$ cat src/rtl/sram_port_arbiter_pkg.sv
// Shared types and defaults for the two-requester single-port SRAM arbiter.
package sram_port_arbiter_pkg;

    // Arbiter state; the encoding is also driven out on the owner port.
    typedef enum logic [1:0] {
        ST_IDLE = 2'd0,
        ST_OWN0 = 2'd1,
        ST_OWN1 = 2'd2
    } arb_state_e;

    localparam int unsigned MAXBURST_DEFAULT = 4;

    // Beat counter width able to hold 0..maxburst.
    function automatic int unsigned cnt_width(input int unsigned maxburst);
        return $clog2(maxburst + 1);
    endfunction

endpackage

$ cat src/rtl/sram_port_arbiter_if.sv
// Requester, response and memory-side signals of the arbiter.
interface sram_port_arbiter_if #(
    parameter int unsigned DATAWIDTH = 8,
    parameter int unsigned ADDRWIDTH = 8
);
    logic                 req0_valid;
    logic                 req0_ready;
    logic                 req0_we;
    logic [ADDRWIDTH-1:0] req0_addr;
    logic [DATAWIDTH-1:0] req0_wdata;

    logic                 req1_valid;
    logic                 req1_ready;
    logic                 req1_we;
    logic [ADDRWIDTH-1:0] req1_addr;
    logic [DATAWIDTH-1:0] req1_wdata;

    logic                 rsp0_valid;
    logic                 rsp1_valid;
    logic [DATAWIDTH-1:0] rsp_rdata;

    logic                 mem_en;
    logic                 mem_we;
    logic [ADDRWIDTH-1:0] mem_addr;
    logic [DATAWIDTH-1:0] mem_wdata;
    logic [DATAWIDTH-1:0] mem_rdata;

    logic [1:0]           owner;

    // Arbiter view.
    modport slave (
        input  req0_valid, req0_we, req0_addr, req0_wdata,
        input  req1_valid, req1_we, req1_addr, req1_wdata,
        input  mem_rdata,
        output req0_ready, req1_ready,
        output rsp0_valid, rsp1_valid, rsp_rdata,
        output mem_en, mem_we, mem_addr, mem_wdata,
        output owner
    );

    // Environment view: requesters plus the memory.
    modport master (
        output req0_valid, req0_we, req0_addr, req0_wdata,
        output req1_valid, req1_we, req1_addr, req1_wdata,
        output mem_rdata,
        input  req0_ready, req1_ready,
        input  rsp0_valid, rsp1_valid, rsp_rdata,
        input  mem_en, mem_we, mem_addr, mem_wdata,
        input  owner
    );
endinterface

$ cat src/rtl/sram_arb_fsm.sv
// Ownership FSM: grant state, burst beat counter, last-owner pointer, readys.
module sram_arb_fsm
    import sram_port_arbiter_pkg::*;
#(
    parameter int unsigned MAXBURST = MAXBURST_DEFAULT
) (
    input  logic       clk,
    input  logic       rst_n,
    input  logic       req0_valid_i,
    input  logic       req1_valid_i,
    output arb_state_e state_o,
    output logic       req0_ready_o,
    output logic       req1_ready_o
);
    localparam int unsigned        CNT_W    = cnt_width(MAXBURST);
    localparam logic [CNT_W-1:0]   CNT_LAST = CNT_W'(MAXBURST - 1);

    arb_state_e       state_q, state_d;
    logic [CNT_W-1:0] cnt_q, cnt_d;
    logic             last_q, last_d;   // 1: requester 1 was served last
    logic             rdy0_q, rdy1_q;

    // Next-state: tie-break on last owner, hand over after MAXBURST beats or on a dropped valid.
    always_comb begin
        state_d = state_q;
        cnt_d   = cnt_q;
        last_d  = last_q;
        case (state_q)
            ST_IDLE: begin
                cnt_d = '0;
                if (req0_valid_i && req1_valid_i) begin
                    state_d = last_q ? ST_OWN0 : ST_OWN1;
                end else if (req0_valid_i) begin
                    state_d = ST_OWN0;
                end else if (req1_valid_i) begin
                    state_d = ST_OWN1;
                end
            end
            ST_OWN0: begin
                last_d = 1'b0;
                if (req0_valid_i) begin
                    if (cnt_q == CNT_LAST) begin
                        cnt_d = '0;
                        if (req1_valid_i) begin
                            state_d = ST_OWN1;
                        end
                    end else begin
                        cnt_d = cnt_q + CNT_W'(1);
                    end
                end else begin
                    cnt_d   = '0;
                    state_d = req1_valid_i ? ST_OWN1 : ST_IDLE;
                end
            end
            ST_OWN1: begin
                last_d = 1'b1;
                if (req1_valid_i) begin
                    if (cnt_q == CNT_LAST) begin
                        cnt_d = '0;
                        if (req0_valid_i) begin
                            state_d = ST_OWN0;
                        end
                    end else begin
                        cnt_d = cnt_q + CNT_W'(1);
                    end
                end else begin
                    cnt_d   = '0;
                    state_d = req0_valid_i ? ST_OWN0 : ST_IDLE;
                end
            end
            default: begin
                state_d = ST_IDLE;
                cnt_d   = '0;
            end
        endcase
    end

    // State register; readys are flopped decodes of the next state.
    always_ff @(posedge clk or negedge rst_n) begin
        if (!rst_n) begin
            state_q <= ST_IDLE;
            cnt_q   <= '0;
            last_q  <= 1'b1;
            rdy0_q  <= 1'b0;
            rdy1_q  <= 1'b0;
        end else begin
            state_q <= state_d;
            cnt_q   <= cnt_d;
            last_q  <= last_d;
            rdy0_q  <= (state_d == ST_OWN0);
            rdy1_q  <= (state_d == ST_OWN1);
        end
    end

    assign state_o      = state_q;
    assign req0_ready_o = rdy0_q;
    assign req1_ready_o = rdy1_q;

endmodule

$ cat src/rtl/sram_port_arbiter.sv
// Two-requester arbiter onto one synchronous-read SRAM port.
module sram_port_arbiter
    import sram_port_arbiter_pkg::*;
#(
    parameter int unsigned DATAWIDTH = 8,
    parameter int unsigned ADDRWIDTH = 8,
    parameter int unsigned MAXBURST  = MAXBURST_DEFAULT
) (
    input  logic                clk,
    input  logic                rst_n,
    sram_port_arbiter_if.slave  bus
);
    arb_state_e           state;
    logic                 rdy0, rdy1;
    logic                 acc0_c, acc1_c;
    logic                 mem_we_c;
    logic [ADDRWIDTH-1:0] mem_addr_c;
    logic [DATAWIDTH-1:0] mem_wdata_c;
    logic                 rsp0_q, rsp1_q;

    sram_arb_fsm #(
        .MAXBURST (MAXBURST)
    ) u_fsm (
        .clk          (clk),
        .rst_n        (rst_n),
        .req0_valid_i (bus.req0_valid),
        .req1_valid_i (bus.req1_valid),
        .state_o      (state),
        .req0_ready_o (rdy0),
        .req1_ready_o (rdy1)
    );

    // Owner mux onto the memory port; everything is zero when no beat is accepted.
    always_comb begin
        acc0_c      = rdy0 & bus.req0_valid;
        acc1_c      = rdy1 & bus.req1_valid;
        mem_we_c    = 1'b0;
        mem_addr_c  = '0;
        mem_wdata_c = '0;
        if (acc0_c) begin
            mem_we_c    = bus.req0_we;
            mem_addr_c  = bus.req0_addr;
            mem_wdata_c = bus.req0_wdata;
        end else if (acc1_c) begin
            mem_we_c    = bus.req1_we;
            mem_addr_c  = bus.req1_addr;
            mem_wdata_c = bus.req1_wdata;
        end
    end

    // Read-response pipeline: one-cycle pulse aligned with the SRAM read latency.
    always_ff @(posedge clk or negedge rst_n) begin
        if (!rst_n) begin
            rsp0_q <= 1'b0;
            rsp1_q <= 1'b0;
        end else begin
            rsp0_q <= acc0_c & ~bus.req0_we;
            rsp1_q <= acc1_c & ~bus.req1_we;
        end
    end

    assign bus.req0_ready = rdy0;
    assign bus.req1_ready = rdy1;
    assign bus.mem_en     = acc0_c | acc1_c;
    assign bus.mem_we     = mem_we_c;
    assign bus.mem_addr   = mem_addr_c;
    assign bus.mem_wdata  = mem_wdata_c;
    assign bus.rsp0_valid = rsp0_q;
    assign bus.rsp1_valid = rsp1_q;
    assign bus.rsp_rdata  = bus.mem_rdata;
    assign bus.owner      = state;

endmodule
$ cat src/flat_wrapper.sv
// flat-port wrapper written by rule: the top's interface ports become plain ports
module sram_port_arbiter_flat import sram_port_arbiter_pkg::*;
#(
    parameter int unsigned DATAWIDTH = 8,
    parameter int unsigned ADDRWIDTH = 8,
    parameter int unsigned MAXBURST  = MAXBURST_DEFAULT
)
  (clk, rst_n, bus_req0_valid, bus_req0_we, bus_req0_addr, bus_req0_wdata, bus_req1_valid, bus_req1_we, bus_req1_addr, bus_req1_wdata, bus_mem_rdata, bus_req0_ready, bus_req1_ready, bus_rsp0_valid, bus_rsp1_valid, bus_rsp_rdata, bus_mem_en, bus_mem_we, bus_mem_addr, bus_mem_wdata, bus_owner);
  sram_port_arbiter_if #(.DATAWIDTH(DATAWIDTH), .ADDRWIDTH(ADDRWIDTH)) bus_i ();
  input  logic clk;
  input  logic rst_n;
  input wire logic [$bits(bus_i.req0_valid)-1:0] bus_req0_valid;
  input wire logic [$bits(bus_i.req0_we)-1:0] bus_req0_we;
  input wire logic [$bits(bus_i.req0_addr)-1:0] bus_req0_addr;
  input wire logic [$bits(bus_i.req0_wdata)-1:0] bus_req0_wdata;
  input wire logic [$bits(bus_i.req1_valid)-1:0] bus_req1_valid;
  input wire logic [$bits(bus_i.req1_we)-1:0] bus_req1_we;
  input wire logic [$bits(bus_i.req1_addr)-1:0] bus_req1_addr;
  input wire logic [$bits(bus_i.req1_wdata)-1:0] bus_req1_wdata;
  input wire logic [$bits(bus_i.mem_rdata)-1:0] bus_mem_rdata;
  output wire logic [$bits(bus_i.req0_ready)-1:0] bus_req0_ready;
  output wire logic [$bits(bus_i.req1_ready)-1:0] bus_req1_ready;
  output wire logic [$bits(bus_i.rsp0_valid)-1:0] bus_rsp0_valid;
  output wire logic [$bits(bus_i.rsp1_valid)-1:0] bus_rsp1_valid;
  output wire logic [$bits(bus_i.rsp_rdata)-1:0] bus_rsp_rdata;
  output wire logic [$bits(bus_i.mem_en)-1:0] bus_mem_en;
  output wire logic [$bits(bus_i.mem_we)-1:0] bus_mem_we;
  output wire logic [$bits(bus_i.mem_addr)-1:0] bus_mem_addr;
  output wire logic [$bits(bus_i.mem_wdata)-1:0] bus_mem_wdata;
  output wire logic [$bits(bus_i.owner)-1:0] bus_owner;
  assign bus_i.req0_valid = bus_req0_valid;
  assign bus_i.req0_we = bus_req0_we;
  assign bus_i.req0_addr = bus_req0_addr;
  assign bus_i.req0_wdata = bus_req0_wdata;
  assign bus_i.req1_valid = bus_req1_valid;
  assign bus_i.req1_we = bus_req1_we;
  assign bus_i.req1_addr = bus_req1_addr;
  assign bus_i.req1_wdata = bus_req1_wdata;
  assign bus_i.mem_rdata = bus_mem_rdata;
  assign bus_req0_ready = bus_i.req0_ready;
  assign bus_req1_ready = bus_i.req1_ready;
  assign bus_rsp0_valid = bus_i.rsp0_valid;
  assign bus_rsp1_valid = bus_i.rsp1_valid;
  assign bus_rsp_rdata = bus_i.rsp_rdata;
  assign bus_mem_en = bus_i.mem_en;
  assign bus_mem_we = bus_i.mem_we;
  assign bus_mem_addr = bus_i.mem_addr;
  assign bus_mem_wdata = bus_i.mem_wdata;
  assign bus_owner = bus_i.owner;
  sram_port_arbiter #(.DATAWIDTH(DATAWIDTH), .ADDRWIDTH(ADDRWIDTH), .MAXBURST(MAXBURST)) u_core (.clk(clk), .rst_n(rst_n), .bus(bus_i));
endmodule
$ cat config.mk
export PLATFORM = sky130hd
export DESIGN_NAME = sram_port_arbiter_flat
export DESIGN_NICKNAME = d
export VERILOG_FILES = /design/src/rtl/sram_port_arbiter_pkg.sv /design/src/rtl/sram_port_arbiter_if.sv /design/src/rtl/sram_arb_fsm.sv /design/src/rtl/sram_port_arbiter.sv /design/src/flat_wrapper.sv
export SDC_FILE = /design/constraint.sdc
export NUM_CORES = 1
export LEC_CHECK = 0
export CAP_MARGIN = 20
export CORE_UTILIZATION = 29
export DETAILED_ROUTE_END_ITERATION = 7
export GPL_TIMING_DRIVEN = 0
export MAX_ROUTING_LAYER = met4
export PLACE_DENSITY = 0.79
export SETUP_SLACK_MARGIN = 0.4
export SYNTH_ARGS = -nofsm -noshare
export SYNTH_HDL_FRONTEND = slang
export SYNTH_SLANG_ARGS = --single-unit
$ cat constraint.sdc
create_clock -name clk -period 2.1 [get_ports clk]
set_input_delay 0.315 -clock clk [delete_from_list [all_inputs] [get_ports clk]]
set_output_delay 0.315 -clock clk [all_outputs]
set_load 0.005 [all_outputs]
==> results of run 1 <==
## cells by family after synthesis
kind of cell    after synthesis  share of synthesized area [%]
flops                        10                           31.8
compound gates               25                           26.7
mux                           2                           2.69
simple gates                 22                           16.3
buf+inv                      16                           14.6
fa+ha+maj                     5                           7.91
## sequential cells by signal, indices dropped and copies added, names as in the netlist
| signal | flops |
|---|---|
| u_core.bus.rsp1_valid | 1 |
| u_core.u_fsm.req1_ready_o | 1 |
| u_core.u_fsm.req0_ready_o | 1 |
| u_core.u_fsm.state_o | 2 |
| u_core.u_fsm.cnt_q | 3 |
| u_core.u_fsm.last_q | 1 |
| u_core.bus.rsp0_valid | 1 |
## per-layer routing
| metal | wire, um | global-route usage, % | share of wire, % | vias to the layer above |
|---|---|---|---|---|
| met2 | 1660 | 37.0 | 54 | 57 |
| met5 | 0 | - | 0 | - |
| li1 | - | - | - | 470 |
| met1 | 1040 | 20.8 | 33 | 465 |
| met4 | 14 | 2.56 | 0.45 | 0 |
| met3 | 384 | 7.22 | 12 | 3 |
## cell type report
cell class / instances / share of cell area (%)
Clock buffer: 4 / 2.16
Multi-Input combinational cell: 54 / 26.0
Timing Repair Buffer: 87 / 47.1
Buffer: 13 / 6.71
Inverter: 3 / 0.671
Sequential cell: 10 / 15.1
Tap cell: 30 / 2.24
## how the worst max path moves through the flow
stage | slack, ns | start | cells past startpoint | endpoint
after floorplan | 0.57 | u_core.u_fsm.state_o[0] | 6 | u_core.u_fsm.req0_ready_o
after global placement | 0.05 | bus_req0_valid | 7 | bus_mem_addr[4]
after detailed placement | 0.02 | bus_req0_valid | 7 | bus_mem_wdata[4]
after CTS | 0.20 | u_core.u_fsm.req0_ready_o | 8 | bus_mem_wdata[4]
after global routing | 0.11 | u_core.u_fsm.req0_ready_o | 8 | bus_mem_addr[5]
final | 0.17 | u_core.u_fsm.req0_ready_o | 8 | bus_mem_addr[5]
## power groups by stage
| stage | combinational (mW) | clock (mW) | sequential, mW |
|---|---|---|---|
| global route | 0.872 | 0.187 | 0.307 |
| global placement | 0.643 | 0 | 0.302 |
| detailed placement | 0.661 | 0 | 0.303 |
| CTS | 0.740 | 0.178 | 0.302 |
| finish | 0.806 | 0.173 | 0.299 |
| floorplan | 0.332 | 0 | 0.291 |
## layout by cell type (no fill, tap or decap)
cell | synthesis | layout
clkdlybuf4s50_1 | 0 | 49
buf_6 | 3 | 17
a22o_1 | 17 | 17
buf_4 | 8 | 16
buf_2 | 2 | 16
dfrtp_1 | 9 | 7
nand2_1 | 5 | 5
nor2_1 | 5 | 5
ha_1 | 5 | 5
clkbuf_4 | 0 | 3
inv_1 | 2 | 2
nor3b_1 | 3 | 2
nor3b_2 | 1 | 2
dfrtp_2 | 0 | 2
and2_4 | 0 | 1
nor2_4 | 1 | 1
and3b_1 | 1 | 1
a31oi_1 | 1 | 1
inv_2 | 1 | 1
nand2b_1 | 1 | 1
a22o_2 | 1 | 1
o311ai_1 | 1 | 1
nor2b_1 | 1 | 1
o211ai_1 | 1 | 1
and3_4 | 0 | 1
mux2i_1 | 1 | 1
o21ai_1 | 1 | 1
o21ai_0 | 1 | 1
nand3_1 | 1 | 1
a21oi_1 | 1 | 1
a221oi_2 | 1 | 1
nor3_1 | 1 | 1
mux2_2 | 1 | 1
clkbuf_8 | 0 | 1
dlygate4sd2_1 | 0 | 1
dlymetal6s2s_1 | 0 | 1
dfstp_2 | 1 | 1
## worst max-delay path: stages, from the launching register on
cell,delay (ns)
dfrtp_1,0.39
and2_4,0.14
buf_6,0.12
nor2_4,0.15
buf_6,0.12
buf_6,0.09
buf_6,0.09
a22o_1,0.12
buf_2,0.11
## timing repair
| action | in CTS | in global routing |
|---|---|---|
| gates cloned | 1 | 0 |
| setup buffers | 15 | 4 |
| gates resized for setup | 82 | 6 |
| pin swaps | 8 | 6 |
| setup endpoints to repair | 18 | 19 |
==> out/results.ini, run 1 <==
[setup_path]
critPathMaxFanout=4
reg2reg_from=u_core.u_fsm.cnt_q[0]
critical_path_class=flip-flop to output pin
critPathCaptureType=output pin
arrival_ns=1.61
regToRegEndpoint=u_core.u_fsm.req1_ready_o
start_kind=flip-flop
reg2regPathDepth=5
rrSetupSlack_ns=0.54
worstPathRequired_ns=1.78

[clocking]
cts_buffers=3
h-tree-depth=1
cts_tree=yes
clk_pin_slew_ns=0.06
cts_root_buf=clkbuf_4
clock_path_buffers=2
cts_hold_buf=0
clock_latency_ns=0.27
clock_sinks=10

[global_routing]
grt_pass1_wl_mm=4.02
grtUsageTotal_pct=20.1
grt_remaining_overflow=0
antenna_found_initial=0
grt_start_max_net_pins=11
grt_pass1_vias=888

[placed_design]
portBuffers=67
hpwlAfterDp_mm=2.15
placedCellCount=177
gp_congestion=0.894
dpl_cell_area_mm2=0.00150
pre_cts_ws_ns=0.0161

[drt]
vias_per_cell=4.95
dr.pass1.iters=5
dr_total_vias=995
ant_nets=0
wl_per_cell_um=15.4
wl_mm=3.09
drtIter0Drc=14
route.detailed.drc=0

[synthesis]
ys_types=31
seq_area_frac_synth_pct=31.8
ys_top_cells_by_count=17 x a22o_1, 9 x dfrtp_1, 8 x buf_4
synth.area.top_cells=dfrtp_1 28%, a22o_1 19%, ha_1 7.9%
yosysMostFrequentCell=a22o_1
synth-main-ff-cell=dfrtp_1
ys_ff_latch=10
yosys_warnings=0
synth_edf_count=0
netlist.area_leader.share_pct=28.5
synth_area_per_cell_um2=9.88
synth_cells=80
yosysTopAreaCell=dfrtp_1
syn_nets=131
syn_area_um2=791
async_flop_share_pct=100

[timing]
slew_headroom_pct=68.9
fin_hold_ws_ns=0.314
finalMaxSlewViolations=0
fmax_ghz=0.519
fin_crit_ns=1.93
final-hold-violation-count=0
fin_crit_sh_pct=91.7
skew_ns=0.00209
final-setup-viol-count=0
rsz0062_at_grt=yes
setup_tns_ns=0
worst_slew_pin_slew_ns=0.466
fin_ws_ns=0.174

[final_layout]
seqCellArea_um2=254
multi_input_comb_area_um2=435
fin_util_pct=66.5
drive_gt1_share_pct=38.0
stdcell_count=201
diodes=0
fillCellCount=206
fin_nets=223
final_area_mm2=0.00168
syn_to_final_growth_pct=112

[floorplan]
std_cell_rows=18
die_area_mm2=0.00294
core_area_mm2=0.00252
io_pins=78
die_x_um=54.2
start_util_pct=31.3
chipHeight_um=54.2

[power]
p_leak_nw=0.830
combPwrFrac_pct=63.0
vdd.ir_drop.worst_uv=633
pwr-share-clk_pct=13.6
switching_share_pct=32.5
p_sw_mw=0.415
powerDensity_mw_per_mm2=762
seqPwrFrac_pct=23.4
power_mw=1.28
p_int_mw=0.863

[min_path]
hold_path.class=primary input to flip-flop
hp-start=bus_req0_valid
whs_endpoint=u_core.bus.rsp0_valid
holdPathStages=3

[run_status]
outcome=finished clean

[flow_run]
cap_viol_max_count=0

(Power assumes the default switching activity.)
==> run 2, diff against run 1 <==
--- a/config.mk
+++ b/config.mk
@@ -6,7 +6,9 @@
 export NUM_CORES = 1
 export LEC_CHECK = 0
 export CAP_MARGIN = 20
+export CORE_ASPECT_RATIO = 0.7
 export CORE_UTILIZATION = 29
+export CTS_CLUSTER_SIZE = 16
 export DETAILED_ROUTE_END_ITERATION = 7
 export GPL_TIMING_DRIVEN = 0
 export MAX_ROUTING_LAYER = met4
==> run 2 against run 1 <==
Net effect: maximum frequency increased by 3.0%; highest routed layer unchanged; clock skew increased by 0.0084 ns; cell count grew 3.5%; non-clock buffer count rose by 3; core utilization rose by 2.0 points; first-iteration DRC count grew to 3.0 times the previous value; count of clock-buffer cells in the layout did not move; combinational power grew 5.7%; design area up 2.7%; power increased by 9.1%; register-to-register slack lost 0.06 ns; setup slack improved by 0.056 ns.
==> out/results.ini, run 2 (synthesis results as in run 1) <==
[setup_path]
crit_slowest_cell=dfrtp_1
worst-path-buf-inv=5
critPathCaptureType=output pin
worstPathRequired_ns=1.78
start_kind=flip-flop
path_delay_family=buffers and inverters
reg2regPathDepth=6
regToRegEndpoint=u_core.u_fsm.req0_ready_o
arrival_ns=1.56
critPathMostFrequentCell=buf_6
critPathMaxFanout=4
rrSetupSlack_ns=0.48
reg2reg_from=u_core.u_fsm.state_o[0]
path_cells=and2_4 -> buf_6 -> nor2_4 -> buf_6 -> buf_6 -> buf_6 -> a22o_1 -> buf_2
critical_path_class=flip-flop to output pin
cpPeakStageDelay_ns=0.37

[timing]
fin_hold_ws_ns=0.347
setup_tns_ns=0
skew_ns=0.0105
final-setup-viol-count=0
finalMaxSlewViolations=0
final-hold-violation-count=0
slew_headroom_pct=71.2
fin_crit_ns=1.87
fmax_ghz=0.535
rsz0062_at_grt=yes
fin_crit_sh_pct=89.1
worst_slew_pin_slew_ns=0.430

[floorplan]
std_cell_rows=15
die_x_um=64.4
io_pins=78
die_area_mm2=0.00294
chipHeight_um=45.7
start_util_pct=31.4
core_area_mm2=0.00251

[clocking]
cts_buffers=3
cts_hold_buf=0
cts_root_buf=clkbuf_8
clock_sinks=10
clk_pin_slew_ns=0.05
clock_path_buffers=2
clock_latency_ns=0.24
h-tree-depth=1
cts_tree=yes

[global_routing]
antenna_found_initial=0
grt_remaining_overflow=0
grt_pass1_vias=943
grtUsageTotal_pct=21.2
grt_start_max_net_pins=11
grt_pass1_wl_mm=4.45

[power]
power_mw=1.40
switching_share_pct=32.4
seqPwrFrac_pct=21.5
vdd.ir_drop.worst_uv=718
combPwrFrac_pct=61.1
p_int_mw=0.944
p_leak_nw=0.835
powerDensity_mw_per_mm2=810
p_sw_mw=0.452
pwr-share-clk_pct=17.5

[placed_design]
hpwlAfterDp_mm=2.12
gp_congestion=0.918
portBuffers=67

[drt]
vias_per_cell=4.92
dr.pass1.iters=4
route.detailed.drc=0
wl_per_cell_um=15.6
dr_total_vias=1024
wl_mm=3.24
ant_nets=0
drtIter0Drc=42

[min_path]
holdPathStages=3
hp-start=bus_req0_valid
whs_endpoint=u_core.bus.rsp0_valid
hold_path.class=primary input to flip-flop

[final_layout]
fillCellCount=176
drive_gt1_share_pct=39.1
final_common_cell=clkdlybuf4s50_1
final_cell_mix=50 x clkdlybuf4s50_1, 18 x buf_6, 18 x buf_4, 17 x a22o_1, 16 x buf_2
seqCellArea_um2=254
regMostFlops=u_core.u_fsm.cnt_q
syn_to_final_growth_pct=118
fin_util_pct=68.5
diodes=0
multi_input_comb_area_um2=430
largest_register_ff_count=3
fin_nets=226

[run_status]
outcome=finished clean

[flow_run]
cap_viol_max_count=0

-- run 2: changes by cell type in the layout (fill, tap and decap cells not counted), sizes merged --
cell,before,now
buf,49,52
clkdlybuf4s15,0,1
clkdlybuf4s50,49,50
dlygate4sd2,1,0
dlymetal6s2s,1,0
-- run 2: what timing repair did --
action | in CTS | in global routing
pin swaps | 11 | 10
gates cloned | 1 | 0
resized for setup | 84 | 6
setup endpoints to repair | 18 | 18
buffers inserted | 16 | 6
-- run 2: stage by stage --
stage	instance area, um2	worst slack [ns]	std cells
3_3_place_gp	1500	0.0325	181
5_1_grt	1720	0.143	208
4_1_cts	1660	0.248	202
6_report	1720	0.230	208
3_5_place_dp	1500	0.00518	181
2_1_floorplan	791	0.566	80
-- run 2: power groups by stage --
stage / combinational [mW] / sequential [mW] / clock, mW
2_1_floorplan: 0.332 / 0.291 / 0
3_3_place_gp: 0.656 / 0.297 / 0
3_5_place_dp: 0.668 / 0.300 / 0
4_1_cts: 0.756 / 0.301 / 0.251
5_1_grt: 0.907 / 0.305 / 0.265
6_report: 0.852 / 0.299 / 0.244
-- run 2: final cells by class --
type / instances / area share, %
repair buffers: 90 / 47.2
multi-input cells: 54 / 25.0
flip-flops and latches: 10 / 14.7
plain buffers: 13 / 6.75
clock buffers: 4 / 3.20
well taps: 34 / 2.47
inverters: 3 / 0.654
-- run 2: tightest hold or removal path: cells and delay by family --
family	cells	cell delay (ns)
buffers and inverters	1	0.12
and+or+nand+nor	2	0.12
-- run 2: layer usage --
metal | vias to the layer above | GRT usage (%) | share of wire [%]
met3 | 10 | 5.00 | 4.1
met5 | - | - | 0
met2 | 42 | 39.4 | 56
met1 | 497 | 23.3 | 38
met4 | 0 | 5.78 | 1.6
li1 | 475 | - | -
-- run 2: how the worst max path moves through the flow --
stage / slack, ns / end / depth (start not counted) / startpoint
finish: 0.23 / bus_mem_addr[2] / 8 / u_core.u_fsm.req0_ready_o
global placement: 0.03 / bus_mem_addr[2] / 7 / bus_req0_valid
CTS: 0.25 / bus_mem_wdata[6] / 8 / u_core.u_fsm.req0_ready_o
detailed placement: 0.005 / bus_mem_addr[2] / 7 / bus_req0_valid
floorplan: 0.57 / u_core.u_fsm.req0_ready_o / 6 / u_core.u_fsm.state_o[0]
global route: 0.14 / bus_mem_addr[6] / 8 / u_core.u_fsm.req0_ready_o
==> run 3, diff against run 2 <==
--- a/config.mk
+++ b/config.mk
@@ -13,7 +13,7 @@
 export GPL_TIMING_DRIVEN = 0
 export MAX_ROUTING_LAYER = met4
 export PLACE_DENSITY = 0.79
-export SETUP_SLACK_MARGIN = 0.4
+export SETUP_SLACK_MARGIN = 0.02
 export SYNTH_ARGS = -nofsm -noshare
 export SYNTH_HDL_FRONTEND = slang
 export SYNTH_SLANG_ARGS = --single-unit
==> run 3 against run 2 <==
Net effect: largest power group unchanged; power is 11% lower; clock skew is 0.0031 ns lower; via count is 14% lower; global-route usage is 3.2 points lower; design area is 7.7% lower; sequential power hardly changed; critical endpoint is now bus_mem_addr[5]; sequential cell count stayed put; critical path depth is 3 lower; register-to-register slack worse by 0.11 ns; first-iteration DRC count is 4.8% lower.
==> out/results.ini, run 3 (synthesis results as in run 1) <==
[drt]
route.detailed.drc=0
drtIter0Drc=40
dr_total_vias=881
wl_mm=2.76
maxUsedRoutingLayer=met4
wl_per_cell_um=14.7
vias_per_cell=4.69
met3_length_um=78
wl_met1_mm=1.12
dr.pass1.iters=4
ant_nets=0
met2_length_mm=1.54

[global_routing]
grt_pass1_wl_mm=3.82
grt_pass1_vias=813
grtUsageTotal_pct=18.0
grt_start_max_net_pins=11
grt_remaining_overflow=0
antenna_found_initial=0

[final_layout]
fin_nets=206
largest_register_ff_count=3
syn_to_final_growth_pct=101
final_common_cell=clkdlybuf4s50_1
drive_gt1_share_pct=18.8
regMostFlops=u_core.u_fsm.cnt_q
diodes=0
final_area_mm2=0.00159
final_cell_mix=65 x clkdlybuf4s50_1, 17 x a22o_1, 12 x buf_4, 9 x dfrtp_1

[clocking]
clk_pin_slew_ns=0.05
clock_sinks=10
cts_buffers=3
cts_tree=yes
clock_path_buffers=2
h-tree-depth=1
cts_root_buf=clkbuf_8
clock_latency_ns=0.24

[setup_path]
critical_path_class=flip-flop to output pin
start_kind=flip-flop
path_cells=and2_4 -> nor2_4 -> buf_6 -> a22o_1 -> clkdlybuf4s50_1
critPathMaxFanout=10
critPathCaptureType=output pin
cpPeakStageDelay_ns=0.52
reg2reg_from=u_core.u_fsm.state_o[0]
arrival_ns=1.71
worstPathRequired_ns=1.78
crit_slowest_cell=clkdlybuf4s50_1
critPathLaunch=u_core.u_fsm.req0_ready_o

[timing]
skew_ns=0.00740
setup_tns_ns=0
slew_headroom_pct=71.9
fin_crit_ns=2.02
final-hold-violation-count=0
final-setup-viol-count=0
rsz0062_at_grt=yes
finalMaxSlewViolations=0
fmax_ghz=0.495
worst_slew_pin_slew_ns=0.420
fin_crit_sh_pct=96.2

[floorplan]
chipHeight_um=45.7
io_pins=78
die_area_mm2=0.00294
std_cell_rows=15
start_util_pct=31.4
core_area_mm2=0.00251
die_x_um=64.4

[power]
vdd.ir_drop.worst_uv=649
powerDensity_mw_per_mm2=779
power_mw=1.24
p_leak_nw=0.708

[flow_run]
cap_viol_max_count=0

[placed_design]
gp_congestion=0.918
portBuffers=67
dpl_cell_area_mm2=0.00150
hpwlAfterDp_mm=2.12

[run_status]
outcome=finished clean

[min_path]
hp-start=bus_req0_valid
hold_path.class=primary input to flip-flop

## run 3: changes by cell type in the layout (fill, tap and decap cells not counted), moves of 2 or more
cell / before / now
buf_2: 16 / 0
buf_4: 18 / 12
buf_6: 18 / 3
clkdlybuf4s50_1: 50 / 65
dfrtp_1: 7 / 9
dfrtp_2: 2 / 0
## run 3: repair_timing
action                                  4_1_cts  5_1_grt
endpoints found under the setup margin       17       15
hold buffers                                  0        0
gates resized for setup                       3        2
setup buffers                                 2        2
pin swaps                                     1        1
## run 3: layer usage
layer	vias up	global-route usage, %
li1	435	-
met1	423	20.2
met2	19	32.2
met3	4	4.75
met4	0	5.33
met5	-	-
## run 3: critical path, delay by kind of cell, from the launching register on
family,cells,cell delay (ns)
AOI/OAI and AO/OA,1,0.13
and+or+nand+nor,2,0.28
buffers and inverters,2,0.67
DFF,1,0.38
## run 3: stage by stage
stage	hold slack (ns)	setup WS, ns	instances	util, %
floorplan	0.0194	0.566	80	-
global placement	0.427	0.0325	181	59.8
detailed placement	0.443	0.00518	181	59.8
CTS	0.339	0.0405	186	62.4
global route	0.373	0.00291	188	63.2
finish	0.358	0.0789	188	63.2
## run 3: cell type report
class	instances	area (um2)
plain buffers	12	101
clock buffers	4	55.1
fillers	208	925
inverters	3	11.3
multi-input cells	54	427
flip-flops and latches	10	251
well taps	34	42.5
repair buffers	71	702
## run 3: path summary, 6_finish.rpt
kind | to | slack (ns) | depth (start not counted)
worst max-delay path | bus_mem_addr[5] | 0.08 | 5
worst min-delay path | u_core.bus.rsp0_valid | 0.36 | 3
worst max register to register | u_core.u_fsm.req0_ready_o | 0.37 | 6
worst min register to register | u_core.u_fsm.cnt_q[0] | 0.44 | 1
max in group asynchronous | u_core.u_fsm.last_q | 1.39 | 1
min in group asynchronous | u_core.u_fsm.cnt_q[1] | 0.38 | 1
## run 3: where the power goes
part           internal [mW]  switching (mW)
combinational          0.430           0.267
clock                  0.165          0.0772
sequential             0.249          0.0503
